[config.mk]
export PLATFORM = sky130hd
export DESIGN_NAME = sau_block_ctrl
export DESIGN_NICKNAME = d
export VERILOG_FILES = /design/src/rtl/des_sau_pkg.sv /design/src/rtl/sau_block_pack.sv /design/src/rtl/sau_block_ctrl.sv
export SDC_FILE = /design/constraint.sdc
export NUM_CORES = 1
export LEC_CHECK = 0
export ABC_AREA = 1
export BUFFER_PORTS_ARGS = -buffer_cell sky130_fd_sc_hd__buf_4
export CAP_MARGIN = 0
export CORE_MARGIN = 1
export CORE_UTILIZATION = 35
export CTS_CLUSTER_SIZE = 12
export DETAILED_ROUTE_END_ITERATION = 12
export PLACE_DENSITY_LB_ADDON = 0.25
export REMOVE_ABC_BUFFERS = 1
export SLEW_MARGIN = 5
export SYNTH_ARGS = -nofsm -noshare
export SYNTH_HDL_FRONTEND = slang
export SYNTH_SLANG_ARGS = --single-unit
[constraint.sdc]
create_clock -name clk -period 1.6 [get_ports clk]
set_input_delay 0.16 -clock clk [delete_from_list [all_inputs] [get_ports clk]]
set_output_delay 0.16 -clock clk [all_outputs]
set_load 0.005 [all_outputs]
[src/rtl/des_sau_pkg.sv]
// rtl/des_sau_pkg.sv - shared types and constants for the DES serial adapter sequencer
package des_sau_pkg;

   typedef enum logic [1:0] {
      IDLE = 2'd0,
      RUN  = 2'd1,
      DONE = 2'd2,
      ERR  = 2'd3
   } state_t;

   localparam logic [7:0] SAU_IDLE_BYTE   = 8'hFF;
   localparam int         BLOCK_W         = 64;
   localparam int         RX_SKIP_DEF     = 2;
   localparam int         TIMEOUT_CYC_DEF = 1023;

endpackage

[src/rtl/sau_block_pack.sv]
// rtl/sau_block_pack.sv - byte-wide load/shift register with saturating byte index
// Shifts left, inserting din at the LSB end; q exposes the top OUT_W bits. BYTES must be >= 2.
module sau_block_pack
   import des_sau_pkg::*;
#(
   parameter int BYTES = 8,
   parameter int OUT_W = 8*BYTES,
   parameter int IW    = $clog2(BYTES + 1)
) (
   input  logic               clk,
   input  logic               rst_n,
   input  logic               load,
   input  logic               shift,
   input  logic [8*BYTES-1:0] load_data,
   input  logic [7:0]         din,
   output logic [OUT_W-1:0]   q,
   output logic               full
);

   logic [8*BYTES-1:0] data;
   logic [IW-1:0]      idx;

   assign full = (idx == IW'(BYTES));
   assign q    = data[8*BYTES-1 -: OUT_W];

   always_ff @(posedge clk or negedge rst_n) begin
      if (!rst_n) begin
         data <= '0;
         idx  <= '0;
      end else if (load) begin
         data <= load_data;
         idx  <= '0;
      end else if (shift && !full) begin
         data <= {data[8*BYTES-9:0], din};
         idx  <= idx + 1'b1;
      end
   end

endmodule

[src/rtl/sau_block_ctrl.sv]
// rtl/sau_block_ctrl.sv - sequences one serial adapter unit for 64-bit DES blocks
// Optional watchdog enabled by defining SAU_CTRL_TIMEOUT_EN.
module sau_block_ctrl
   import des_sau_pkg::*;
#(
   parameter int BLOCK_BYTES = 8,
   parameter int RX_SKIP     = RX_SKIP_DEF,
   parameter int TIMEOUT_CYC = TIMEOUT_CYC_DEF
) (
   input  logic                     clk,
   input  logic                     en,
   input  logic [8*BLOCK_BYTES-1:0] tx_block,
   input  logic                     tx_valid,
   output logic                     tx_ready,
   output logic [8*BLOCK_BYTES-1:0] rx_block,
   output logic                     rx_valid,
   input  logic                     rx_ready,
   output logic                     sau_en,
   output logic [7:0]               sau_din,
   input  logic                     sau_infl,
   input  logic [7:0]               sau_dout,
   input  logic                     sau_outfl,
   output logic                     busy,
   output logic                     err
);

   localparam int W  = 8*BLOCK_BYTES;
   localparam int SW = $clog2(RX_SKIP + 2);

   state_t        state;
   logic          sau_en_q;
   logic [7:0]    tx_head;
   logic          tx_done;
   logic          rx_done;
   logic [SW-1:0] skip_cnt;
   logic          accept;
   logic          infl_ev;
   logic          outfl_ev;
   logic          skipping;

   assign accept   = (state == IDLE) && tx_valid && tx_ready;
   assign infl_ev  = (state == RUN) && sau_infl;
   assign outfl_ev = (state == RUN) && sau_outfl;
   assign skipping = (skip_cnt < SW'(RX_SKIP));

   sau_block_pack #(.BYTES(BLOCK_BYTES), .OUT_W(8)) u_tx_unpack (
      .clk       (clk),
      .rst_n     (en),
      .load      (accept),
      .shift     (infl_ev),
      .load_data (tx_block),
      .din       (SAU_IDLE_BYTE),
      .q         (tx_head),
      .full      (tx_done)
   );

   // Link-fill bytes right after enable never reach the pack register.
   sau_block_pack #(.BYTES(BLOCK_BYTES), .OUT_W(W)) u_rx_pack (
      .clk       (clk),
      .rst_n     (en),
      .load      (accept),
      .shift     (outfl_ev && !skipping),
      .load_data ('0),
      .din       (sau_dout),
      .q         (rx_block),
      .full      (rx_done)
   );

   assign sau_din = (state == RUN) ? tx_head : SAU_IDLE_BYTE;
   assign sau_en  = sau_en_q & en;
   assign busy    = (state != IDLE);

`ifdef SAU_CTRL_TIMEOUT_EN
   logic [9:0] wd;
   logic       err_q;
   assign err = err_q;
`else
   assign err = 1'b0;
`endif

   always_ff @(posedge clk or negedge en) begin
      if (!en) begin
         state    <= IDLE;
         sau_en_q <= 1'b0;
         tx_ready <= 1'b0;
         rx_valid <= 1'b0;
         skip_cnt <= '0;
`ifdef SAU_CTRL_TIMEOUT_EN
         wd       <= '0;
         err_q    <= 1'b0;
`endif
      end else begin
         case (state)
            IDLE: begin
               tx_ready <= 1'b1;
               if (accept) begin
                  state    <= RUN;
                  sau_en_q <= 1'b1;
                  tx_ready <= 1'b0;
                  skip_cnt <= '0;
`ifdef SAU_CTRL_TIMEOUT_EN
                  wd       <= '0;
`endif
               end
            end
            RUN: begin
               if (outfl_ev && skipping)
                  skip_cnt <= skip_cnt + 1'b1;
`ifdef SAU_CTRL_TIMEOUT_EN
               wd <= (sau_infl || sau_outfl) ? '0 : wd + 1'b1;
`endif
               if (tx_done && rx_done) begin
                  state    <= DONE;
                  sau_en_q <= 1'b0;
                  rx_valid <= 1'b1;
               end
`ifdef SAU_CTRL_TIMEOUT_EN
               else if (wd == 10'(TIMEOUT_CYC)) begin
                  state    <= ERR;
                  sau_en_q <= 1'b0;
                  err_q    <= 1'b1;
               end
`endif
            end
            DONE: begin
               if (rx_ready) begin
                  state    <= IDLE;
                  rx_valid <= 1'b0;
                  tx_ready <= 1'b1;
               end
            end
            default: begin
               state    <= IDLE;
               tx_ready <= 1'b1;
            end
         endcase
      end
   end

endmodule
==> flow_summary.html, run 1 <==
<table>
<tr><th>Metric</th><th>Value</th></tr>
<tr><th colspan="2">Logic synthesis</th></tr>
<tr><td>Post-Syn Instances</td><td>687</td></tr>
<tr><td>Post-synthesis sequential element count</td><td>around 140</td></tr>
<tr><td>Netlist area before placement</td><td>0.00605 mm²</td></tr>
<tr><td>Post-synthesis area per instance</td><td>a little under 9 µm²</td></tr>
<tr><td>Sequential share of the synthesized area</td><td>about three fifths</td></tr>
<tr><td>Unique cell type count in the Yosys netlist</td><td>25</td></tr>
<tr><td>Number of synthesis warnings</td><td>0</td></tr>
<tr><th colspan="2">Detailed routing</th></tr>
<tr><td>Average wire per cell in the routed design</td><td>14.1 µm</td></tr>
<tr><td>Count of nets left with antenna violations after detail routing</td><td>0</td></tr>
<tr><td>Overall via count from detail_route</td><td>5258</td></tr>
<tr><td>Total iterations of the first detailed-routing run</td><td>4</td></tr>
<tr><td>Drt initial violations</td><td>299</td></tr>
<tr><td>Count of unresolved DRC violations after routing</td><td>0</td></tr>
<tr><td>Routed vias/inst</td><td>around 4.6</td></tr>
<tr><td>Final wirelength</td><td>16100 µm</td></tr>
<tr><th colspan="2">Floorplan</th></tr>
<tr><td>Area of the die</td><td>approximately 0.018 mm²</td></tr>
<tr><td>Starting density of the core</td><td>between 30 and 40%</td></tr>
<tr><td>Core Region</td><td>0.0168 mm²</td></tr>
<tr><td>Die boundary width</td><td>133 µm</td></tr>
<tr><td>Number of top-level design ports</td><td>155</td></tr>
<tr><td>Chip height</td><td>133 µm</td></tr>
<tr><td>Number of core rows</td><td>47</td></tr>
<tr><th colspan="2">Timing</th></tr>
<tr><td>Min Clock Period, post-route</td><td>1.55 ns</td></tr>
<tr><td>Final count of negative-setup-slack endpoints</td><td>0</td></tr>
<tr><td>Max Transition Viols Final</td><td>0</td></tr>
<tr><td>Final Cycle Share</td><td>between 90% and 100%</td></tr>
<tr><td>Fmax</td><td>about 640 MHz</td></tr>
<tr><td>Clock skew after layout</td><td>0.00907 ns</td></tr>
<tr><td>Unrepaired setup endpoints after global routing</td><td>true</td></tr>
<tr><td>Final number of hold-violating endpoints</td><td>0</td></tr>
<tr><th colspan="2">Clock tree</th></tr>
<tr><td>Clock tree from TritonCTS</td><td>yes</td></tr>
<tr><td>Clock sink total</td><td>143</td></tr>
<tr><td>Maximum number of buffers from clock root to sink</td><td>2</td></tr>
<tr><td>Clock latency of the later-clocked register in the worst-skew pair</td><td>about 0.4 ns</td></tr>
<tr><td>CTS HTree Levels</td><td>4</td></tr>
<tr><td>Worst-path clk slew</td><td>0.06 ns</td></tr>
<tr><td>Total clock buffers created by CTS</td><td>17</td></tr>
<tr><td>Root Buffer Master</td><td>clkbuf_16</td></tr>
<tr><th colspan="2">GRT</th></tr>
<tr><td>All-layer global routing usage</td><td>between 15 and 20%</td></tr>
<tr><td>First-pass GRT wire length</td><td>25200 µm</td></tr>
<tr><td>Number of antenna violations at the first check in global routing</td><td>0</td></tr>
<tr><td>Number of global-route vias before repair</td><td>between 5000 and 6000</td></tr>
<tr><td>Maximum number of pins on one net before global-route repair</td><td>85</td></tr>
<tr><td>Total congestion overflow</td><td>0</td></tr>
<tr><th colspan="2">Cells and area</th></tr>
<tr><td>Area overhead of the layout relative to synthesis</td><td>46.5%</td></tr>
<tr><td>Most common cell after layout, fill and taps aside</td><td>nand2_1</td></tr>
<tr><td>Net count, final</td><td>990</td></tr>
<tr><td>Highest-count cells in the layout ignoring fill and taps</td><td>nand2_1, buf_4, dfrtp_1</td></tr>
<tr><td>Share of layout cells above drive strength 1</td><td>roughly 25%</td></tr>
<tr><td>Non-filler cells, final</td><td>roughly 1100</td></tr>
<tr><td>ANT cells</td><td>0</td></tr>
<tr><th colspan="2">Pwr</th></tr>
<tr><td>Total power of the final layout</td><td>16.2 mW</td></tr>
<tr><td>Leakage power</td><td>4.44 nW</td></tr>
<tr><td>Power per cell area</td><td>1820 mW/mm²</td></tr>
<tr><td>Worst IR drop on VDD</td><td>~0.77 mV</td></tr>
<tr><th colspan="2">Critical path</th></tr>
<tr><td>Critical path fanouts, max</td><td>9</td></tr>
<tr><td>Buf/Inv on CP</td><td>3</td></tr>
<tr><td>Required time at the worst-slack endpoint</td><td>between 1 and 1.5 ns</td></tr>
<tr><td>CP delay by family, top</td><td>buffers and inverters</td></tr>
<tr><td>CP max stage cell</td><td>dfrtp_1</td></tr>
<tr><td>Type of element capturing the critical path</td><td>output port</td></tr>
<tr><td>Crit-path cells</td><td>buf_6 -&gt; nor2_4 -&gt; buf_8 -&gt; nand2_1 -&gt; buf_4</td></tr>
<tr><td>Setup Crit Path Kind</td><td>flip-flop to output port</td></tr>
<tr><td>Crit path DAT</td><td>approximately 1.4 ns</td></tr>
<tr><td>Max incr delay on CP</td><td>~0.40 ns</td></tr>
<tr><td>Type of element launching the critical path</td><td>flip-flop</td></tr>
<tr><th colspan="2">Outcome</th></tr>
<tr><td>Run status</td><td>complete, no violations</td></tr>
<tr><th colspan="2">Hold path</th></tr>
<tr><td>Min-Delay Path Class</td><td>input pin to flip-flop</td></tr>
<tr><th colspan="2">Placed design</th></tr>
<tr><td>Instance count after placement with tap cells included</td><td>about 1000</td></tr>
<tr><td>Count of port buffers added during placement</td><td>153</td></tr>
<tr><td>Routability Congestion</td><td>0.789</td></tr>
<tr><td>Detailed placer's ending HPWL</td><td>9960 µm</td></tr>
<tr><th colspan="2">Job</th></tr>
<tr><td>Number of maximum-capacitance violations</td><td>0</td></tr>
</table>
## cells in the mapped netlist
| cell | instances | area share, % |
|---|---|---|
| or2_2 | 1 | 0.10 |
| nand4_1 | 2 | 0.21 |
| inv_2 | 4 | 0.25 |
| a21oi_1 | 1 | 0.083 |
| inv_1 | 67 | 4.2 |
| nor2_4 | 5 | 0.93 |
| buf_4 | 7 | 0.87 |
| o21ai_1 | 33 | 2.7 |
| o21ai_4 | 1 | 0.27 |
| o22ai_1 | 43 | 4.4 |
| nand3_1 | 65 | 5.4 |
| dfrtp_1 | 143 | 59 |
| conb_1 | 1 | 0.062 |
| nand2_2 | 3 | 0.31 |
| o21bai_1 | 2 | 0.25 |
| buf_6 | 2 | 0.37 |
| buf_1 | 1 | 0.062 |
| ha_1 | 4 | 0.83 |
| xor2_1 | 2 | 0.29 |
| o21ai_0 | 7 | 0.58 |
| nor2_1 | 12 | 0.74 |
| clkbuf_1 | 6 | 0.37 |
| nand2_1 | 253 | 16 |
| nand3_2 | 1 | 0.17 |
| buf_2 | 21 | 1.7 |
## final cells by class
type / count / area [µm²]
Multi-Input combinational cell: 436 / 2010
Timing Repair Buffer: 239 / 2140
Clock buffer: 23 / 478
Fill cell: 1597 / 7900
Inverter: 71 / 272
Tap cell: 220 / 275
Clock inverter: 9 / 109
Sequential cell: 143 / 3580
## layer usage
layer | track usage [%] | routed length, µm | vias to the layer above
li1 | - | - | 2634
met1 | 24.2 | 7380 | 2499
met2 | 28.4 | 7930 | 110
met3 | 4.22 | 553 | 15
met4 | 6.19 | 223 | 0
met5 | 0 | 0 | -
## power by group
group / leakage, nW / switching (mW) / total (mW) / internal (mW)
Combinational: 2.34 / 3.26 / 6.28 / 3.02
Sequential: 1.82 / 0.848 / 5.99 / 5.14
Clock: 0.287 / 1.47 / 3.89 / 2.42
Total: 4.44 / 5.58 / 16.2 / 10.6
## stage by stage
stage | utilization, % | instance area (µm²) | worst slack [ns] | hold slack, ns | setup TNS (ns)
after floorplan | - | 5850 | -0.886 | -0.136 | -69.63
after global placement | 44.9 | 7530 | 0.0892 | 0.227 | 0
after detailed placement | 44.9 | 7530 | 0.0692 | 0.226 | 0
after CTS | 51.9 | 8690 | 0.00917 | 0.0163 | 0
after global routing | 52.9 | 8860 | -0.0480 | 0.0328 | -1.23
final | 52.9 | 8860 | 0.0484 | 0.0326 | 0
## cell families (layout without fill, tap and decap cells)
family | after synthesis | count (layout) | synth area share [%]
XOR/XNOR | 2 | 2 | 0.289
other | 1 | 1 | 0.0620
adder cells (fa/ha/maj) | 4 | 4 | 0.827
buffers and inverters | 108 | 342 | 7.81
flip-flops | 143 | 143 | 59.1
AND/OR/NAND/NOR | 342 | 342 | 23.5
AO/OA/AOI/OAI | 87 | 87 | 8.35
## state kept, by name, summed over array words and instances, names as in the netlist
name              flops
u_tx_unpack.data     64
u_tx_unpack.idx       4
skip_cnt              2
u_rx_pack.idx         4
state                 2
sau_en_q              1
tx_ready              1
rx_valid              1
u_rx_pack.q          64
## final timing paths
check | startpoint | cells past startpoint | slack, ns | end
worst max-delay path | state[1] | 5 | 0.05 | sau_din[3]
worst min-delay path | tx_block[10] | 5 | 0.03 | u_tx_unpack.data[10]
worst max register to register | state[0] | 8 | 0.07 | u_tx_unpack.data[42]
worst min register to register | rx_valid | 2 | 0.47 | rx_valid
max in group asynchronous | en | 3 | 0.83 | u_tx_unpack.data[41]
min in group asynchronous | en | 3 | 0.36 | u_rx_pack.q[40]
## worst reg2reg max path: stages (launching register included)
cell and delay (ns):
dfrtp_1 0.40, nor2_1 0.19, inv_2 0.08, nor2_4 0.24, nor2_4 0.06, buf_12 0.14, clkbuf_16 0.18, nand2_1 0.07
nand3_1 0.06
## repair_timing
item,in CTS,in global routing
endpoints found under the hold margin,198,0
buffers inserted,1,3
endpoints found under the setup margin,8,97
hold buffers,56,0
pin swaps,0,4
resized for setup,2,11
gates cloned,0,5
Power figures use the tool's default switching activity.
==> run 2, diff against run 1 <==
CORE_UTILIZATION = 53   (was 35)
==> flow_summary.html, run 2 (synthesis gave the netlist of run 1 again) <==
<table>
<tr><th>Metric</th><th>Value</th></tr>
<tr><th colspan="2">Cells and area</th></tr>
<tr><td>Footprint of the multi-input gates</td><td>0.00202 mm² (+0.56%)</td></tr>
<tr><td>Net count, final</td><td>979 (-1.1%)</td></tr>
<tr><td>Sequential cell area in the final layout</td><td>0.00358 mm² (unchanged)</td></tr>
<tr><td>Highest-count cells in the layout ignoring fill and taps</td><td>nand2_1, buf_4, dfrtp_1</td></tr>
<tr><td>Area overhead of the layout relative to synthesis</td><td>42.2%</td></tr>
<tr><td>ANT cells</td><td>0 (unchanged)</td></tr>
<tr><td>Share of layout cells above drive strength 1</td><td>24.4% (-0.47 points)</td></tr>
<tr><td>Final-layout fill cell count</td><td>718 (-55%)</td></tr>
<tr><td>Non-filler cells, final</td><td>1050 (-8.0%)</td></tr>
<tr><td>Most common cell after layout, fill and taps aside</td><td>nand2_1</td></tr>
<tr><th colspan="2">Timing</th></tr>
<tr><td>Final number of hold-violating endpoints</td><td>0 (unchanged)</td></tr>
<tr><td>Final count of negative-setup-slack endpoints</td><td>0 (unchanged)</td></tr>
<tr><td>Fmax</td><td>649 MHz (+0.63%)</td></tr>
<tr><td>Final Cycle Share</td><td>96.4% (-0.61 points)</td></tr>
<tr><td>Max Transition Viols Final</td><td>0 (unchanged)</td></tr>
<tr><td>Sum Neg Setup Slack</td><td>0 ns (unchanged)</td></tr>
<tr><td>Clock skew after layout</td><td>0.00826 ns (-0.000818 ns)</td></tr>
<tr><td>Min Clock Period, post-route</td><td>1.54 ns (-0.00976 ns)</td></tr>
<tr><td>Worst max-slew margin expressed relative to the limit</td><td>58.4%</td></tr>
<tr><td>Actual transition at the worst max-transition pin</td><td>roughly 0.62 ns</td></tr>
<tr><td>Post-layout worst setup margin</td><td>0.0582 ns (+0.00976 ns)</td></tr>
<tr><th colspan="2">Placed design</th></tr>
<tr><td>Routability Congestion</td><td>0.767 (-2.9%)</td></tr>
<tr><td>Count of port buffers added during placement</td><td>153 (unchanged)</td></tr>
<tr><td>Detailed placer's ending HPWL</td><td>9520 µm (-4.3%)</td></tr>
<tr><td>Post-placement setup slack</td><td>0.00104 ns (-0.0681 ns)</td></tr>
<tr><td>Instance count after placement with tap cells included</td><td>961 (-8.0%)</td></tr>
<tr><th colspan="2">Critical path</th></tr>
<tr><td>Crit path DAT</td><td>1.88 ns (+0.49 ns)</td></tr>
<tr><td>Startpoint of the most critical register-to-register path</td><td>u_tx_unpack.idx[0]</td></tr>
<tr><td>Critical Path Source</td><td>u_tx_unpack.idx[0]</td></tr>
<tr><td>Type of element launching the critical path</td><td>flip-flop</td></tr>
<tr><td>Type of element capturing the critical path</td><td>flip-flop</td></tr>
<tr><td>Critical path fanouts, max</td><td>8 (-1)</td></tr>
<tr><td>FF-to-FF setup slack</td><td>0.06 ns (about the same)</td></tr>
<tr><td>Required time at the worst-slack endpoint</td><td>1.93 ns (+0.49 ns)</td></tr>
<tr><td>Setup Crit Path Kind</td><td>flip-flop to flip-flop</td></tr>
<tr><th colspan="2">GRT</th></tr>
<tr><td>First-pass GRT wire length</td><td>25400 µm (+0.66%)</td></tr>
<tr><td>Total congestion overflow</td><td>0 (unchanged)</td></tr>
<tr><td>Maximum number of pins on one net before global-route repair</td><td>84 (-1.2%)</td></tr>
<tr><td>Number of antenna violations at the first check in global routing</td><td>0 (unchanged)</td></tr>
<tr><td>Number of global-route vias before repair</td><td>5404 (+7.6%)</td></tr>
<tr><td>All-layer global routing usage</td><td>28.4% (+10 points)</td></tr>
<tr><th colspan="2">Floorplan</th></tr>
<tr><td>Core Region</td><td>0.0110 mm² (-34%)</td></tr>
<tr><td>Number of top-level design ports</td><td>155 (unchanged)</td></tr>
<tr><td>Area of the die</td><td>0.0119 mm² (-34%)</td></tr>
<tr><td>Chip height</td><td>109 µm (-18%)</td></tr>
<tr><td>Die boundary width</td><td>109 µm (-18%)</td></tr>
<tr><td>Number of core rows</td><td>38 (-19%)</td></tr>
<tr><td>Starting density of the core</td><td>55.1% (+19 points)</td></tr>
<tr><th colspan="2">Detailed routing</th></tr>
<tr><td>Count of nets left with antenna violations after detail routing</td><td>0 (unchanged)</td></tr>
<tr><td>Final wirelength</td><td>16300 µm (+1.4%)</td></tr>
<tr><td>Count of unresolved DRC violations after routing</td><td>0 (unchanged)</td></tr>
<tr><td>Overall via count from detail_route</td><td>5542 (+5.4%)</td></tr>
<tr><td>Routed vias/inst</td><td>5.28 (+15%)</td></tr>
<tr><td>Total iterations of the first detailed-routing run</td><td>5 (+1)</td></tr>
<tr><td>Average wire per cell in the routed design</td><td>15.5 µm (+10%)</td></tr>
<tr><td>Drt initial violations</td><td>355 (+19%)</td></tr>
<tr><th colspan="2">Clock tree</th></tr>
<tr><td>CTS HTree Levels</td><td>4 (unchanged)</td></tr>
<tr><td>Total clock buffers created by CTS</td><td>17 (unchanged)</td></tr>
<tr><td>Clock latency of the later-clocked register in the worst-skew pair</td><td>0.42 ns (about the same)</td></tr>
<tr><td>Clock sink total</td><td>143 (unchanged)</td></tr>
<tr><td>Clock tree from TritonCTS</td><td>yes</td></tr>
<tr><td>Root Buffer Master</td><td>clkbuf_16</td></tr>
<tr><td>Worst-path clk slew</td><td>0.05 ns (about the same)</td></tr>
<tr><td>Maximum number of buffers from clock root to sink</td><td>2 (unchanged)</td></tr>
<tr><th colspan="2">Hold path</th></tr>
<tr><td>Min-Delay Path Class</td><td>input pin to flip-flop</td></tr>
<tr><td>Hold wc startpoint</td><td>tx_block[6]</td></tr>
<tr><th colspan="2">Pwr</th></tr>
<tr><td>Power per cell area</td><td>1850 mW/mm² (+1.7%)</td></tr>
<tr><td>Leakage power</td><td>4.36 nW (-1.9%)</td></tr>
<tr><td>Worst IR drop on VDD</td><td>1.16 mV (+52%)</td></tr>
<tr><td>Total power of the final layout</td><td>15.9 mW (-1.3%)</td></tr>
<tr><th colspan="2">Outcome</th></tr>
<tr><td>Run status</td><td>complete, no violations</td></tr>
<tr><th colspan="2">Job</th></tr>
<tr><td>Number of maximum-capacitance violations</td><td>0 (unchanged)</td></tr>
</table>
-- run 2: cell type report --
type | count | area share (%)
flip-flops and latches | 143 | 41.6
repair buffers | 228 | 23.1
multi-input cells | 436 | 23.5
clock inverters | 5 | 0.611
well taps | 140 | 2.04
clock buffers | 27 | 5.96
inverters | 71 | 3.18
-- run 2: path summary, 6_finish.rpt --
path,to,cells past startpoint
max,u_tx_unpack.data[57],9
min,u_tx_unpack.data[6],3
max reg2reg,u_tx_unpack.data[57],9
min reg2reg,u_rx_pack.q[63],2
max in group asynchronous,u_tx_unpack.data[1],3
min in group asynchronous,u_rx_pack.q[41],2
-- run 2: where the power goes --
part | switching, mW | internal [mW] | total, mW
registers | 0.909 | 5.14 | 6.05
clock network | 1.43 | 2.34 | 3.76
logic | 3.28 | 2.85 | 6.13
-- run 2: per-stage QoR --
stage               area [µm²]  util (%)  hold slack, ns
detailed placement        7380      67.2        -0.00369
global route              8600      78.3          0.0367
floorplan                 5850         -          -0.136
finish                    8600      78.3          0.0215
global placement          7380      67.2        -0.00490
CTS                       8500      77.4        0.000342
-- run 2: timing repair --
| action | in CTS | in global routing |
|---|---|---|
| endpoints found under the setup margin | 5 | 102 |
| pin swaps | 0 | 2 |
| gates resized for setup | 2 | 22 |
| cloned | 0 | 1 |
| hold buffers | 54 | 0 |
| setup buffers | 0 | 2 |
| hold endpoints to repair | 148 | 0 |
-- run 2: layer usage --
metal  part of all wire (%)  vias to the layer above  routed length (µm)  GRT usage (%)
met4                    3.1                        0                 504           13.9
met1                     40                     2637                6580           35.7
met3                    5.6                       51                 915           6.28
li1                       -                     2613                   -              -
met5                      0                        -                   0              0
met2                     51                      241                8320           46.5
-- run 2: worst max-delay path, cell delays in order (launching register included) --
cell     delay (ns)
dfrtp_1        0.37
inv_2          0.06
ha_1           0.20
nand2_2        0.09
nor2_4         0.05
buf_6          0.13
o21ai_4        0.23
buf_12         0.16
nand2_1        0.06
o21ai_1        0.10
==> run 3, diff against run 2 <==
CORE_UTILIZATION = 55   (was 53)
SYNTH_HIERARCHICAL = 1   (was default)
clock period = 1.7 ns   (was 1.6 ns; I/O delays follow)
==> flow_summary.html, run 3 <==
<table>
<tr><th>Metric</th><th>Value</th></tr>
<tr><th colspan="2">Pwr</th></tr>
<tr><td>Worst IR drop on VDD</td><td>0.925 mV (-20%)</td></tr>
<tr><td>Leakage power</td><td>5.03 nW (+15%)</td></tr>
<tr><td>Total power of the final layout</td><td>15.0 mW (-5.8%)</td></tr>
<tr><td>Power per cell area</td><td>1510 mW/mm² (-19%)</td></tr>
<tr><th colspan="2">Clock tree</th></tr>
<tr><td>Maximum number of buffers from clock root to sink</td><td>2 (unchanged)</td></tr>
<tr><td>Clock sink total</td><td>143 (unchanged)</td></tr>
<tr><td>Total clock buffers created by CTS</td><td>17 (unchanged)</td></tr>
<tr><td>CTS HTree Levels</td><td>4 (unchanged)</td></tr>
<tr><td>Clock tree from TritonCTS</td><td>yes</td></tr>
<tr><td>Clock latency of the later-clocked register in the worst-skew pair</td><td>0.42 ns (about the same)</td></tr>
<tr><td>Root Buffer Master</td><td>clkbuf_16</td></tr>
<tr><td>Worst-path clk slew</td><td>0.06 ns (about the same)</td></tr>
<tr><th colspan="2">Logic synthesis</th></tr>
<tr><td>Area share of the leading cell type in the synthesized netlist</td><td>49.4% (-9.8 points)</td></tr>
<tr><td>Leading cell types by count after synthesis</td><td>nand3_1, nand2_1, dfrtp_1</td></tr>
<tr><td>Netlist area before placement</td><td>0.00725 mm² (+20%)</td></tr>
<tr><td>Synth top area cells</td><td>dfrtp_1, nand3_1, nand2_1</td></tr>
<tr><td>Count of flip-flops with a built-in enable after synthesis</td><td>0 (unchanged)</td></tr>
<tr><td>Post-synthesis area per instance</td><td>8.25 µm² (-6.4%)</td></tr>
<tr><td>Share of synthesized registers carrying an async set or reset</td><td>100% (unchanged)</td></tr>
<tr><td>Sequential share of the synthesized area</td><td>49.4% (-9.8 points)</td></tr>
<tr><td>Unique cell type count in the Yosys netlist</td><td>20 (-20%)</td></tr>
<tr><td>Number of synthesis warnings</td><td>6 (+6)</td></tr>
<tr><td>Top-count cell post-synth</td><td>nand3_1</td></tr>
<tr><td>Post-Syn Instances</td><td>879 (+28%)</td></tr>
<tr><td>Post-synthesis sequential element count</td><td>143 (unchanged)</td></tr>
<tr><td>Commonest register cell after synthesis</td><td>dfrtp_1</td></tr>
<tr><td>Cell taking the most area after synthesis</td><td>dfrtp_1</td></tr>
<tr><th colspan="2">GRT</th></tr>
<tr><td>First-pass GRT wire length</td><td>31900 µm (+26%)</td></tr>
<tr><td>Number of antenna violations at the first check in global routing</td><td>0 (unchanged)</td></tr>
<tr><td>Number of global-route vias before repair</td><td>6601 (+22%)</td></tr>
<tr><td>All-layer global routing usage</td><td>30.1% (+1.7 points)</td></tr>
<tr><td>Total congestion overflow</td><td>0 (unchanged)</td></tr>
<tr><td>Maximum number of pins on one net before global-route repair</td><td>100 (+19%)</td></tr>
<tr><th colspan="2">Floorplan</th></tr>
<tr><td>Core Region</td><td>0.0127 mm² (+16%)</td></tr>
<tr><td>Chip height</td><td>117 µm (+7.3%)</td></tr>
<tr><td>Number of top-level design ports</td><td>155 (unchanged)</td></tr>
<tr><td>Die boundary width</td><td>117 µm (+7.3%)</td></tr>
<tr><td>Starting density of the core</td><td>57.0% (+1.9 points)</td></tr>
<tr><td>Area of the die</td><td>0.0136 mm² (+15%)</td></tr>
<tr><td>Number of core rows</td><td>41 (+7.9%)</td></tr>
<tr><th colspan="2">Cells and area</th></tr>
<tr><td>ANT cells</td><td>0 (unchanged)</td></tr>
<tr><td>Share of layout cells above drive strength 1</td><td>20.5% (-3.9 points)</td></tr>
<tr><td>Highest-count cells in the layout ignoring fill and taps</td><td>nand3_1, nand2_1, buf_4</td></tr>
<tr><td>Net count, final</td><td>1202 (+23%)</td></tr>
<tr><td>Non-Filler Cell Area, Final</td><td>0.00995 mm² (+16%)</td></tr>
<tr><td>Area overhead of the layout relative to synthesis</td><td>37.3%</td></tr>
<tr><td>Most common cell after layout, fill and taps aside</td><td>nand3_1</td></tr>
<tr><th colspan="2">Detailed routing</th></tr>
<tr><td>Total iterations of the first detailed-routing run</td><td>6 (+1)</td></tr>
<tr><td>Count of unresolved DRC violations after routing</td><td>0 (unchanged)</td></tr>
<tr><td>Average wire per cell in the routed design</td><td>14.8 µm (-4.5%)</td></tr>
<tr><td>Routed vias/inst</td><td>5.53 (+4.7%)</td></tr>
<tr><td>Drt initial violations</td><td>772 (+120%)</td></tr>
<tr><td>Count of nets left with antenna violations after detail routing</td><td>0 (unchanged)</td></tr>
<tr><td>Overall via count from detail_route</td><td>7215 (+30%)</td></tr>
<tr><td>Final wirelength</td><td>19400 µm (+19%)</td></tr>
<tr><th colspan="2">Hold path</th></tr>
<tr><td>Worst Hold Path Cells</td><td>3 (unchanged)</td></tr>
<tr><td>Min-Delay Path Class</td><td>input pin to flip-flop</td></tr>
<tr><th colspan="2">Critical path</th></tr>
<tr><td>Type of element launching the critical path</td><td>flip-flop</td></tr>
<tr><td>Setup Crit Path Kind</td><td>flip-flop to flip-flop</td></tr>
<tr><td>Required time at the worst-slack endpoint</td><td>2.05 ns (+0.12 ns)</td></tr>
<tr><td>Critical path fanouts, max</td><td>39 (+31)</td></tr>
<tr><td>Type of element capturing the critical path</td><td>flip-flop</td></tr>
<tr><td>Worst-case reg-to-reg path depth</td><td>7 (-2)</td></tr>
<tr><td>Crit path DAT</td><td>2.03 ns (+0.15 ns)</td></tr>
<tr><th colspan="2">Outcome</th></tr>
<tr><td>Run status</td><td>complete, no violations</td></tr>
<tr><th colspan="2">Timing</th></tr>
<tr><td>Worst hold slack after final layout</td><td>0.0231 ns (+0.00160 ns)</td></tr>
<tr><td>Min Clock Period, post-route</td><td>1.67 ns (+0.132 ns)</td></tr>
<tr><td>Final number of hold-violating endpoints</td><td>0 (unchanged)</td></tr>
<tr><td>Sum Neg Setup Slack</td><td>0 ns (unchanged)</td></tr>
<tr><td>Final count of negative-setup-slack endpoints</td><td>0 (unchanged)</td></tr>
<tr><td>Final Cycle Share</td><td>98.5% (+2.1 points)</td></tr>
<tr><td>Max Transition Viols Final</td><td>0 (unchanged)</td></tr>
<tr><td>Unrepaired setup endpoints after global routing</td><td>true</td></tr>
<tr><td>Fmax</td><td>597 MHz (-7.9%)</td></tr>
<tr><td>Clock skew after layout</td><td>0.00784 ns (-0.000415 ns)</td></tr>
<tr><td>Worst max-slew margin expressed relative to the limit</td><td>62.5% (+4.1 points)</td></tr>
<tr><td>Actual transition at the worst max-transition pin</td><td>0.563 ns (-0.0612 ns)</td></tr>
<tr><th colspan="2">Placed design</th></tr>
<tr><td>Detailed placer's ending HPWL</td><td>11100 µm (+16%)</td></tr>
<tr><td>Instance area after placement</td><td>0.00879 mm² (+19%)</td></tr>
<tr><td>Routability Congestion</td><td>0.796 (+3.9%)</td></tr>
<tr><td>Count of port buffers added during placement</td><td>153 (unchanged)</td></tr>
<tr><th colspan="2">Job</th></tr>
<tr><td>Number of maximum-capacitance violations</td><td>0 (unchanged)</td></tr>
</table>
run 3: repair_timing:
item / 4_1_cts / 5_1_grt
endpoints found under the setup margin: 8 / 33
endpoints found under the hold margin: 198 / 0
hold buffers: 56 / 0
setup buffers: 1 / 0
gates resized for setup: 3 / 1
run 3: path summary, 6_finish.rpt:
kind | from | end | slack (ns)
setup / recovery | state[0] | u_rx_pack/q[43] | 0.03
max in group asynchronous | en | u_rx_pack/q[57] | 0.88
min in group asynchronous | en | u_rx_pack/q[8] | 0.37
hold / removal | tx_block[15] | u_tx_unpack/data[15] | 0.02
setup reg to reg | state[0] | u_rx_pack/q[43] | 0.03
hold reg to reg | rx_valid | rx_valid | 0.49
run 3: layout make-up:
cell class	count	area (µm²)
Clock buffer	26	489
Fill cell	898	2770
Clock inverter	6	105
Multi-Input combinational cell	691	3330
Sequential cell	143	3580
Timing Repair Buffer	243	2130
Inverter	24	97.6
Tap cell	172	215
run 3: logic make-up (layout without fill, tap and decap cells):
group,count (synthesis),after routing,synth area share [%]
AO/OA/AOI/OAI,9,9,0.690
buffers and inverters,116,299,8.72
flip-flops,143,143,49.4
adder cells (fa/ha/maj),4,4,0.690
AND/OR/NAND/NOR,605,605,40.4
other,2,73,0.104
run 3: report_power, final:
part	switching (mW)	internal, mW	total (mW)	leakage [nW]
sequential	1.03	4.85	5.88	1.81
combinational	2.72	2.65	5.37	2.93
clock	1.36	2.42	3.77	0.292
total	5.11	9.92	15.0	5.03
run 3: layer usage:
layer	global-route usage (%)	vias up	routed length, µm
li1	-	3474	-
met1	41.5	3389	8230
met2	47.9	307	9440
met3	4.84	45	1140
met4	12.1	0	559
met5	0	-	0
run 3: worst max-delay path, cell delays in order (launching register included):
cell and delay, ns:
dfrtp_1 0.41, nor2_1 0.08, nand2_1 0.14, inv_4 0.08, inv_4 0.36, buf_4 0.28
nand4_1 0.14, nand3_1 0.12
run 3: metrics by stage:
| step | setup WS [ns] | instances | utilization (%) |
|---|---|---|---|
| floorplan | -3.02 | 858 | - |
| global placement | 0.120 | 1217 | 69.1 |
| detailed placement | 0.0681 | 1217 | 69.1 |
| CTS | 0.0234 | 1305 | 78.2 |
| global route | -0.0818 | 1305 | 78.2 |
| finish | 0.0262 | 1305 | 78.2 |
